===== config.mk =====
export PLATFORM = sky130hd
export DESIGN_NAME = systolic_ctrl
export DESIGN_NICKNAME = d
export VERILOG_FILES = /design/src/rtl/systolic_ctrl.sv
export SDC_FILE = /design/constraint.sdc
export NUM_CORES = 1
export LEC_CHECK = 0
export ABC_CLOCK_PERIOD_IN_PS = 7450
export CAP_MARGIN = 20
export CELL_PAD_IN_SITES_DETAIL_PLACEMENT = 0
export CELL_PAD_IN_SITES_GLOBAL_PLACEMENT = 1
export CORE_MARGIN = 4
export CORE_UTILIZATION = 43
export CTS_CLUSTER_SIZE = 10
export DETAILED_ROUTE_END_ITERATION = 10
export PLACE_DENSITY = 0.82
export SLEW_MARGIN = 40
export SYNTH_ARGS = -nofsm -noshare
export SYNTH_HDL_FRONTEND = slang
export SYNTH_SLANG_ARGS = --single-unit

===== constraint.sdc =====
create_clock -name clk -period 7.45 [get_ports clk]
set_input_delay 0.745 -clock clk [delete_from_list [all_inputs] [get_ports clk]]
set_output_delay 0.745 -clock clk [all_outputs]
set_load 0.02 [all_outputs]

===== src/rtl/systolic_ctrl.sv =====
// rtl/systolic_ctrl.sv - sequencer for an N x N output-stationary systolic MAC array
module systolic_ctrl #(
    parameter int N     = 4,
    parameter int KW    = 8,
    parameter int SKEW  = 2,
    parameter int DRAIN = 12
) (
    input  logic            clk,
    input  logic            rst,
    input  logic            start,
    input  logic [KW-1:0]   k_len,
    input  logic            stall,
    output logic            busy,
    output logic            pe_en,
    output logic            pe_rst_n,
    output logic [N-1:0]    lane_valid,
    output logic [N*KW-1:0] lane_addr,
    output logic            capture,
    output logic            done
);

    localparam int SPAN = SKEW * (N - 1);
    localparam int CW   = $clog2((1 << KW) + SPAN + 1);
    localparam int DW   = $clog2(DRAIN + 1);

    typedef enum logic [2:0] {
        S_IDLE,
        S_CLEAR,
        S_FEED,
        S_DRAIN,
        S_CAPTURE
    } state_t;

    state_t          state, state_n;
    logic [CW-1:0]   c, c_n;
    logic [DW-1:0]   d, d_n;
    logic [KW-1:0]   k_reg, k_n;
    logic [CW-1:0]   k_ext, c_last, lo;
    logic            feed_beat;
    logic            busy_n, pe_en_n, pe_rst_n_n, capture_n;
    logic [N-1:0]    valid_n;
    logic [N*KW-1:0] addr_n;

    assign k_ext  = {{(CW-KW){1'b0}}, k_reg};
    assign c_last = k_ext + CW'(SPAN) - CW'(1);

    // Outputs are registered from the next-state view so they line up with the state they describe.
    always_comb begin
        state_n    = state;
        c_n        = c;
        d_n        = d;
        k_n        = k_reg;
        feed_beat  = 1'b0;
        busy_n     = 1'b1;
        pe_en_n    = 1'b0;
        pe_rst_n_n = 1'b1;
        capture_n  = 1'b0;
        valid_n    = '0;
        addr_n     = '0;
        lo         = '0;

        case (state)
            S_IDLE: begin
                if (start) begin
                    k_n        = k_len;
                    state_n    = S_CLEAR;
                    pe_rst_n_n = 1'b0;
                end else begin
                    busy_n = 1'b0;
                end
            end
            S_CLEAR: begin
                c_n = '0;
                d_n = '0;
                if (k_reg != '0) begin
                    state_n   = S_FEED;
                    pe_en_n   = 1'b1;
                    feed_beat = 1'b1;
                end else begin
                    state_n   = S_CAPTURE;
                    capture_n = 1'b1;
                end
            end
            S_FEED: begin
                // A stall inserts a bubble; the beat already presented is not re-sent.
                if (stall) begin
                    addr_n = lane_addr;
                end else if (c == c_last) begin
                    state_n = S_DRAIN;
                    d_n     = '0;
                    pe_en_n = 1'b1;
                end else begin
                    c_n       = c + CW'(1);
                    pe_en_n   = 1'b1;
                    feed_beat = 1'b1;
                end
            end
            S_DRAIN: begin
                if (!stall) begin
                    if (d == DW'(DRAIN - 1)) begin
                        state_n   = S_CAPTURE;
                        capture_n = 1'b1;
                    end else begin
                        d_n     = d + DW'(1);
                        pe_en_n = 1'b1;
                    end
                end
            end
            S_CAPTURE: begin
                state_n = S_IDLE;
                busy_n  = 1'b0;
            end
            default: begin
                state_n = S_IDLE;
                busy_n  = 1'b0;
            end
        endcase

        for (int i = 0; i < N; i++) begin
            lo = CW'(SKEW * i);
            if (feed_beat && (c_n >= lo) && (c_n < lo + k_ext)) begin
                valid_n[i]             = 1'b1;
                addr_n[i*KW +: KW]     = KW'(c_n - lo);
            end
        end
    end

    always_ff @(posedge clk) begin
        if (rst) begin
            state      <= S_IDLE;
            c          <= '0;
            d          <= '0;
            k_reg      <= '0;
            busy       <= 1'b0;
            pe_en      <= 1'b0;
            pe_rst_n   <= 1'b0;
            lane_valid <= '0;
            lane_addr  <= '0;
            capture    <= 1'b0;
            done       <= 1'b0;
        end else begin
            state      <= state_n;
            c          <= c_n;
            d          <= d_n;
            k_reg      <= k_n;
            busy       <= busy_n;
            pe_en      <= pe_en_n;
            pe_rst_n   <= pe_rst_n_n;
            lane_valid <= valid_n;
            lane_addr  <= addr_n;
            capture    <= capture_n;
            done       <= capture_n;
        end
    end

endmodule

==> results by group, run 1 <==
Critical path
  – CP Capture Type: register
  – Crit Path Category: register to register
  – Crit path DAT: 6290 ps
  – CP Max Fanout: 14
  – CP required: 7730 ps
  – Critical Path Source Type: register

Placement
  – Cells after DPL: 693
  – Dpl hpwl: 9.16 mm
  – Routability congestion estimate: 0.922
  – Buffers on Ports: 52

STA
  – Slew headroom: 46.9%
  – Worst slew pin tran: 791 ps
  – Clock skew: 12.0 ps
  – Setup violators final: 0
  – Fmax: 166 MHz
  – Final worst path period share: 80.7%
  – Final Max Slew Viols: 0
  – Hold_ws: 436 ps
  – RSZ-0062 raised after global routing: no
  – Final setup TNS: 0 ps
  – Final Hold Viols: 0
  – Tmin final: 6010 ps

Cells and area
  – FILL cells: 1008
  – Max FFs per register: 32
  – Register area: 0.00128 sq mm
  – Multi-input gate area: 0.00300 sq mm
  – Number of diodes: 0
  – Area Overhead vs Synth: 17.3%
  – Nets: 626
  – Final non-filler cell total: 709
  – Most frequent cells in the layout: 67 x nand2_1, 64 x dfxtp_1, 52 x clkdlybuf4s50_1
  – Share of post-route cells with drive strength above 1: 9.25%
  – Leading cell type in the layout, fill and taps excluded: nand2_1

Global route
  – Met2 global-route usage: 32.0%
  – Vias in the first global route: 3797
  – Largest net degree at the start of global routing: 32
  – GRT Overall Usage: 19.4%
  – First-pass GRT wire length: 19.5 mm
  – Met3 Use GR: 4.09%
  – Most used routing layer: met2
  – Initial antenna violation count: 0
  – Global route overflow: 0
  – Grt met1 use: 25.5%

Routing
  – Vias: 3982
  – DRT iter0 DRCs: 227
  – DR WL/cell: 17.0 um
  – DR pass1 iterations: 8
  – Vias per inst: 5.62
  – Remaining antenna violation count after routing: 0
  – Total wire length: 12.0 mm
  – DRC: 0

Power and ir drop
  – Peak supply drop: 0.132 mV
  – Pleak: 2.17 nW
  – Pwr/cell area: 182 mW/mm^2

Yosys
  – Syn avg cell area: 8.65 sq um
  – Synth warn: 0
  – Most used DFF post-synth: dfxtp_1
  – Area share of the largest cell type after synthesis: 28.2%
  – Mapped Cells: 525
  – Net Count, Synth: 583
  – Synth cell types: 77
  – Syn Std Cell Area: 0.00454 sq mm
  – Synth area leaders: dfxtp_1 28%, ha_1 13%, nand2_1 5.5%, xnor2_1 4.8%, o21ai_0 2.5%
  – Yosys top cell by area: dfxtp_1
  – Seq/Total Area, Yosys: 28.2%
  – Share of flip-flops with an asynchronous set or reset: 0%
  – Flip-flop and latch count after synthesis: 64
  – Number of synthesized flops with an enable pin: 0

Flow run
  – Max_cap viols: 0

Floorplan
  – Die area: 0.0123 sq mm
  – Die X-Extent: 111 um
  – I/O pin total: 53
  – Core Region: 0.0103 sq mm
  – Initial Utilization: 44.0%
  – Row cnt: 37
  – Die height: 111 um

Status
  – Outcome: finished, final reports clean

Clocking
  – CTS Hold Bufs: 0
  – TritonCTS Sinks: 64
  – Worst-Skew Late Latency: 350 ps
  – CTS tree: built
  – Post-CTS Repair Setup Buffers: 0
  – Clock buffer count from CTS: 9
  – CTS resizes: 0
  – Clock buffer depth: 2
  – Clock root buffer master: clkbuf_8
  – H-tree depth: 3
  – Clk pin slew, worst setup/hold paths: 90 ps

Hold path
  – HP Class: register to register
-- report_power, final --
group          switching, mW  internal, mW
combinational          0.156         0.106
clock                  0.157         0.158
sequential            0.0344         0.357
-- cells in the mapped netlist, types with 4 or more instances --
cell type and count:
inv_1 28, o21ai_0 23, and2_1 8, ha_1 46, or4_1 4, o21ai_1 4
clkbuf_1 10, a21o_1 9, and3_1 6, o211ai_1 6, nand4b_1 6, a21oi_1 21
nor2_1 27, nand4_1 9, a211oi_1 5, buf_4 5, or2_2 4, buf_2 5
or3_1 4, o31ai_1 5, nand2_1 67, xor2_1 6, a22o_1 6, nand3_1 16
nor3_1 7, nand2b_1 7, nor2b_1 6, o21a_1 12, a31oi_1 4, xnor2_1 25
dfxtp_1 64
-- final timing paths --
check | from | slack (ps) | cells past startpoint | endpoint
worst min register to register | lane_addr[24] | 440 | 2 | lane_addr[24]
worst min-delay path | lane_addr[24] | 440 | 2 | lane_addr[24]
worst max register to register | k_reg[1] | 1440 | 21 | lane_addr[28]
worst max-delay path | k_reg[1] | 1440 | 21 | lane_addr[28]
-- per-layer routing --
layer | up-vias | wire [um]
li1 | 1982 | -
met1 | 1872 | 5650
met2 | 111 | 5550
met3 | 17 | 655
met4 | 0 | 191
met5 | - | 0
-- through the flow --
| step | utilization, % | power (mW) | setup WS (ps) | cell area (sq um) |
|---|---|---|---|---|
| after global routing | 51.6 | 1.02 | 1110 | 5330 |
| after global placement | 49.6 | 0.655 | 1810 | 5120 |
| after floorplan | - | 0.590 | 2190 | 4540 |
| final | 51.6 | 0.969 | 1440 | 5330 |
| after detailed placement | 49.6 | 0.658 | 1610 | 5120 |
| after CTS | 51.6 | 0.974 | 1550 | 5330 |
-- kinds of logic after synthesis --
group | share of synthesized area (%)
AOI/OAI and AO/OA | 22.5
xor gates and xnor gates | 7.69
adders and majority gates | 12.7
buffers and inverters | 5.76
DFF | 28.2
muxes | 1.16
and+or+nand+nor | 22.0
-- cell type report --
type                            count  share of cell area [%]
Clock buffer                        9                    2.33
Clock inverter                      7                    1.53
Inverter                           29                    2.04
Multi-Input combinational cell    407                    56.4
Sequential cell                    64                    24.1
Tap cell                          136                    3.19
Timing Repair Buffer               57                    10.5
-- critical path, cell delays in order, from the launching register on --
cell      delay [ps]
dfxtp_1          620
inv_1            200
ha_1             430
nand2_1          140
o32ai_2          320
a21oi_1          170
o2111a_2         320
o211ai_2         370
nand3_1          140
mux2i_1          190
buf_4            220
ha_1             300
a21o_1           170
a21o_1           170
a21o_1           180
a21o_1           180
a21o_1           170
a21o_1           170
a221o_1          330
a311oi_1         590
o211ai_2         320
o21ai_0          210
(Power assumes the default switching activity.)
==> run 2: changes to the inputs <==
ABC_CLOCK_PERIOD_IN_PS = 5900   (was 7450)
clock period = 5.9 ns   (was 7.45 ns; I/O delays follow)
==> results by group, run 2 (same netlist as run 1, synthesis figures left out) <==
Clocking
  – Clock buffer count from CTS: 9
  – Clock buffer depth: 2
  – TritonCTS Sinks: 64
  – CTS tree: built
  – Clock root buffer master: clkbuf_8
  – Worst-Skew Late Latency: 340 ps
  – Clk pin slew, worst setup/hold paths: 80 ps
  – Post-CTS Repair Setup Buffers: 0
  – H-tree depth: 3

Cells and area
  – Most frequent cells in the layout: 67 x nand2_1, 64 x dfxtp_1, 52 x clkdlybuf4s50_1
  – FILL cells: 955
  – Leading cell type in the layout, fill and taps excluded: nand2_1
  – Nets: 629
  – Max FFs per register: 32
  – Share of post-route cells with drive strength above 1: 9.90%
  – Number of diodes: 0
  – Area Overhead vs Synth: 18.4%

Global route
  – Vias in the first global route: 4013
  – GRT Overall Usage: 20.0%
  – Global route overflow: 0
  – First-pass GRT wire length: 20.3 mm
  – Largest net degree at the start of global routing: 32
  – Initial antenna violation count: 0

Status
  – Outcome: finished, final reports clean

Power and ir drop
  – P_sw: 438 uW
  – Peak supply drop: 0.134 mV
  – Clock share of power: 34.4%
  – Internal: 829 uW
  – Switch share: 34.6%
  – Pleak: 2.20 nW
  – Pwr/cell area: 236 mW/mm^2
  – Comb pwr share: 26.8%
  – Reg power frac: 38.8%

Floorplan
  – Initial Utilization: 44.0%
  – Die X-Extent: 111 um
  – Row cnt: 37
  – I/O pin total: 53
  – Die area: 0.0123 sq mm
  – Core Region: 0.0103 sq mm
  – Die height: 111 um

Hold path
  – Min-delay src: lane_addr[8]
  – HP Class: register to register
  – Cell count of the worst hold path: 2
  – Worst Hold Endpoint: lane_addr[8]

STA
  – Tmin final: 5520 ps
  – RSZ-0062 raised after global routing: no
  – Final Hold Viols: 0
  – Hold_ws: 446 ps
  – Final setup TNS: 0 ps
  – Clock skew: 11.9 ps
  – Setup violators final: 0
  – Final Max Slew Viols: 0
  – Final worst path period share: 93.5%
  – Fmax: 181 MHz
  – Slew headroom: 44.1%
  – Worst slew pin tran: 833 ps

Critical path
  – Flop-to-flop setup slack: 380 ps
  – WP buf/inv: 1
  – CP Launch Point: k_reg[2]
  – Worst path cell trace: inv_1, ha_1, nand2_1, o32ai_2, a21oi_1, o2111a_2, o211a_4, o211a_1, or2_2, ha_1, a21o_1, a21o_1, a21o_1, a21o_1, a21o_1, a221o_1, a311oi_2, o211ai_2, o21ai_0
  – Most used cell along the critical path: a21o_1
  – Crit-path slowest cell: ha_1
  – Largest delay share family, worst path: compound AO/OA/AOI/OAI gates
  – Worst flop-to-flop path endpoint: lane_addr[27]
  – Crit-path max cell delay: 440 ps
  – Crit path DAT: 5780 ps
  – Crit Path Category: register to register
  – Critical Path Source Type: register
  – CP required: 6170 ps
  – CP Capture Type: register
  – CP Max Fanout: 10
  – R2r startpoint: k_reg[2]
  – Reg2Reg Depth: 19

Placement
  – Dpl hpwl: 9.31 mm
  – Buffers on Ports: 52
  – Routability congestion estimate: 0.897

Routing
  – Vias: 4104
  – Vias per inst: 5.76
  – DR pass1 iterations: 5
  – Remaining antenna violation count after routing: 0
  – DR WL/cell: 17.2 um
  – DRC: 0
  – DRT iter0 DRCs: 212
  – Total wire length: 12.2 mm

Flow run
  – Max_cap viols: 0
[run 2: changes by cell type in the layout (fill, tap and decap cells not counted)]
cell        previous run  this run
clkinvlp_4             3         2
inv_6                  0         2
nor3_2                 1         2
a311oi_2               0         1
nor3_1                 7         6
o21ai_1                3         4
o21ai_2                1         0
bufinv_16              1         2
inv_8                  1         0
buf_4                  5         8
a311oi_1               2         1
clkinv_4               2         1
[run 2: metal layers]
layer | up-vias | track usage, % | wire [um]
li1 | 1993 | - | -
met2 | 129 | 32.6 | 5630
met3 | 16 | 4.15 | 676
met1 | 1966 | 26.9 | 5760
met4 | 0 | 5.09 | 176
met5 | - | 0 | 0
[run 2: area by class of cell]
type                       instances  area, sq um  share of cell area [%]
timing repair buffer              60          581                    10.8
tap                              136          170                    3.16
sequential                        64         1280                    23.8
clock inverter                     7          101                    1.89
clock buffer                       9          124                    2.30
multi-input combinational        407         3010                    56.0
inverter                          29          109                    2.02
[run 2: worst max-delay path by stage]
stage                     slack, ps             to  cells after the start
after floorplan                 640  lane_addr[27]                     21
after global placement          520  lane_addr[28]                     19
after detailed placement        260  lane_addr[27]                     19
after CTS                       220  lane_addr[27]                     19
after global routing             30  lane_addr[27]                     19
final                           380  lane_addr[27]                     19
[run 2: worst register-to-register path, cell delays in order (launching register included)]
cell,delay [ps]
dfxtp_1,430
inv_1,170
ha_1,440
nand2_1,140
o32ai_2,380
a21oi_1,200
o2111a_2,330
o211a_4,280
o211a_1,270
or2_2,430
ha_1,340
a21o_1,160
a21o_1,170
a21o_1,170
a21o_1,180
a21o_1,180
a221o_1,350
a311oi_2,380
o211ai_2,230
o21ai_0,210
[run 2: repair_timing]
item / in CTS / in global routing
resized for setup: 0 / 1
hold buffers: 0 / 0
setup endpoints to repair: 0 / 6
[run 2: through the flow]
stage	setup WS, ps	cell area, sq um	std cells	utilization [%]	power, mW
global placement	522	5140	696	49.8	0.827
floorplan	638	4540	525	-	0.744
finish	382	5380	712	52.1	1.27
detailed placement	265	5140	696	49.8	0.832
global route	26.2	5380	712	52.1	1.33
CTS	220	5370	712	52.0	1.27
[run 2: power groups by stage]
stage	Sequential, mW	Clock, mW	Combinational (mW)
6_report	0.491	0.436	0.339
5_1_grt	0.496	0.459	0.375
4_1_cts	0.491	0.445	0.335
3_5_place_dp	0.501	0	0.331
3_3_place_gp	0.500	0	0.327
2_1_floorplan	0.479	0	0.265
==> run 3: changes to the inputs <==
GPL_TIMING_DRIVEN = 0   (was not set)
==> results by group, run 3 (same netlist as run 1, synthesis figures left out) <==
Status
  – Outcome: finished, final reports clean

Hold path
  – Min-delay src: lane_addr[8]
  – HP Class: register to register

Power and ir drop
  – Pwr Total: 1.23 mW
  – Pwr/cell area: 224 mW/mm^2
  – Pleak: 2.25 nW
  – Peak supply drop: 0.164 mV

Routing
  – DRC: 0
  – DRT iter0 DRCs: 249
  – Total wire length: 12.3 mm
  – Vias: 4115
  – DR pass1 iterations: 6
  – Remaining antenna violation count after routing: 0
  – Vias per inst: 5.65
  – DR WL/cell: 16.9 um

Cells and area
  – FILL cells: 978
  – Leading cell type in the layout, fill and taps excluded: nand2_1
  – Multi-input gate area: 0.00308 sq mm
  – Most frequent cells in the layout: 67 x nand2_1, 62 x dfxtp_1, 51 x clkdlybuf4s50_1
  – Share of post-route cells with drive strength above 1: 12.0%
  – Number of diodes: 0
  – Area Overhead vs Synth: 21.3%
  – Register area: 0.00128 sq mm
  – Util after Layout: 53.4%
  – Max FFs per register: 32
  – Nets: 645

STA
  – Final setup TNS: 0 ps
  – Final worst path period share: 95.9%
  – Hold_ws: 438 ps
  – Fin worst setup slack: 240 ps
  – Final Hold Viols: 0
  – Final Max Slew Viols: 0
  – RSZ-0062 raised after global routing: no
  – Tmin final: 5660 ps
  – Setup violators final: 0
  – Worst slew pin tran: 771 ps
  – Slew headroom: 48.5%
  – Clock skew: 11.6 ps
  – Fmax: 177 MHz

Floorplan
  – Initial Utilization: 44.0%
  – Core Region: 0.0103 sq mm
  – Die area: 0.0123 sq mm
  – Die X-Extent: 111 um
  – I/O pin total: 53
  – Row cnt: 37
  – Die height: 111 um

Critical path
  – CP required: 6170 ps
  – Crit path DAT: 5930 ps
  – Critical Path Source Type: register
  – R2r startpoint: k_reg[1]
  – CP Launch Point: k_reg[1]
  – CP Max Fanout: 10
  – Crit Path Category: register to register
  – CP Capture Type: register

Global route
  – First-pass GRT wire length: 20.2 mm
  – Initial antenna violation count: 0
  – GRT Overall Usage: 19.8%
  – Largest net degree at the start of global routing: 14
  – Global route overflow: 0
  – Vias in the first global route: 3951

Clocking
  – Clock root buffer master: clkbuf_8
  – H-tree depth: 3
  – Clock buffer depth: 2
  – Clk pin slew, worst setup/hold paths: 80 ps
  – Worst-Skew Late Latency: 350 ps
  – Clock buffer count from CTS: 9
  – CTS tree: built
  – TritonCTS Sinks: 64

Flow run
  – Max_cap viols: 0

Placement
  – Buffers on Ports: 51
  – Dpl hpwl: 9.49 mm
  – Routability congestion estimate: 0.878
  – Dpl ws: -425 ps
-- run 3: changes by cell type in the layout (fill, tap and decap cells not counted), moves of 2 or more --
cell / previous run / this run
buf_2: 0 / 5
buf_4: 8 / 6
buf_6: 0 / 3
clkbuf_1: 0 / 9
clkinv_2: 0 / 2
dfxtp_1: 64 / 62
dfxtp_2: 0 / 2
inv_6: 2 / 0
o21ai_1: 4 / 2
o21ai_2: 0 / 2
-- run 3: power breakdown --
part / switching, mW / internal [mW]
Clock: 0.185 / 0.195
Sequential: 0.0135 / 0.452
Combinational: 0.237 / 0.150
-- run 3: metal layers --
layer  vias up  track usage (%)  share of wire, %
li1       2030                -                 -
met1      1942             27.1                47
met2       122             32.2                46
met3        21             3.44               5.1
met4         0             5.58               1.8
met5         -                0                 0
-- run 3: worst paths after layout --
kind                   endpoint  slack, ps  cells past startpoint
hold reg to reg    lane_addr[8]        440                      2
hold / removal     lane_addr[8]        440                      2
setup / recovery  lane_addr[27]        240                     21
setup reg to reg  lane_addr[27]        240                     21
-- run 3: cell type report --
type	count	share of cell area, %
plain buffers	24	2.70
clock buffers	9	2.25
clock inverters	7	1.32
inverters	29	1.98
multi-input cells	407	56.0
flip-flops and latches	64	23.3
well taps	136	3.09
repair buffers	52	9.40
-- run 3: worst max-delay path: stages (launching register included) --
cell and delay, ps:
dfxtp_2 410, buf_6 170, inv_1 120, ha_1 400, nand2_1 130, o32ai_2 400, a21oi_1 240, o2111a_2 350
o211ai_4 320, nand3_1 190, mux2i_4 250, ha_1 350, a21o_1 180, a21o_1 170, a21o_1 170, a21o_1 180
a21o_1 190, a21o_1 180, a221o_1 380, a311oi_4 370, o211ai_2 240, o21ai_0 200
-- run 3: timing repair --
action | CTS | global route
hold buffers | 0 | 0
buffers inserted | 1 | 0
endpoints found under the hold margin | 0 | 0
pin swaps | 0 | 0
endpoints found under the setup margin | 16 | 16
resized for setup | 1 | 9
-- run 3: stage by stage --
| step | cell area, sq um | instances |
|---|---|---|
| finish | 5510 | 728 |
| global route | 5510 | 728 |
| CTS | 5450 | 728 |
| detailed placement | 5250 | 712 |
| global placement | 5220 | 712 |
| floorplan | 4540 | 525 |
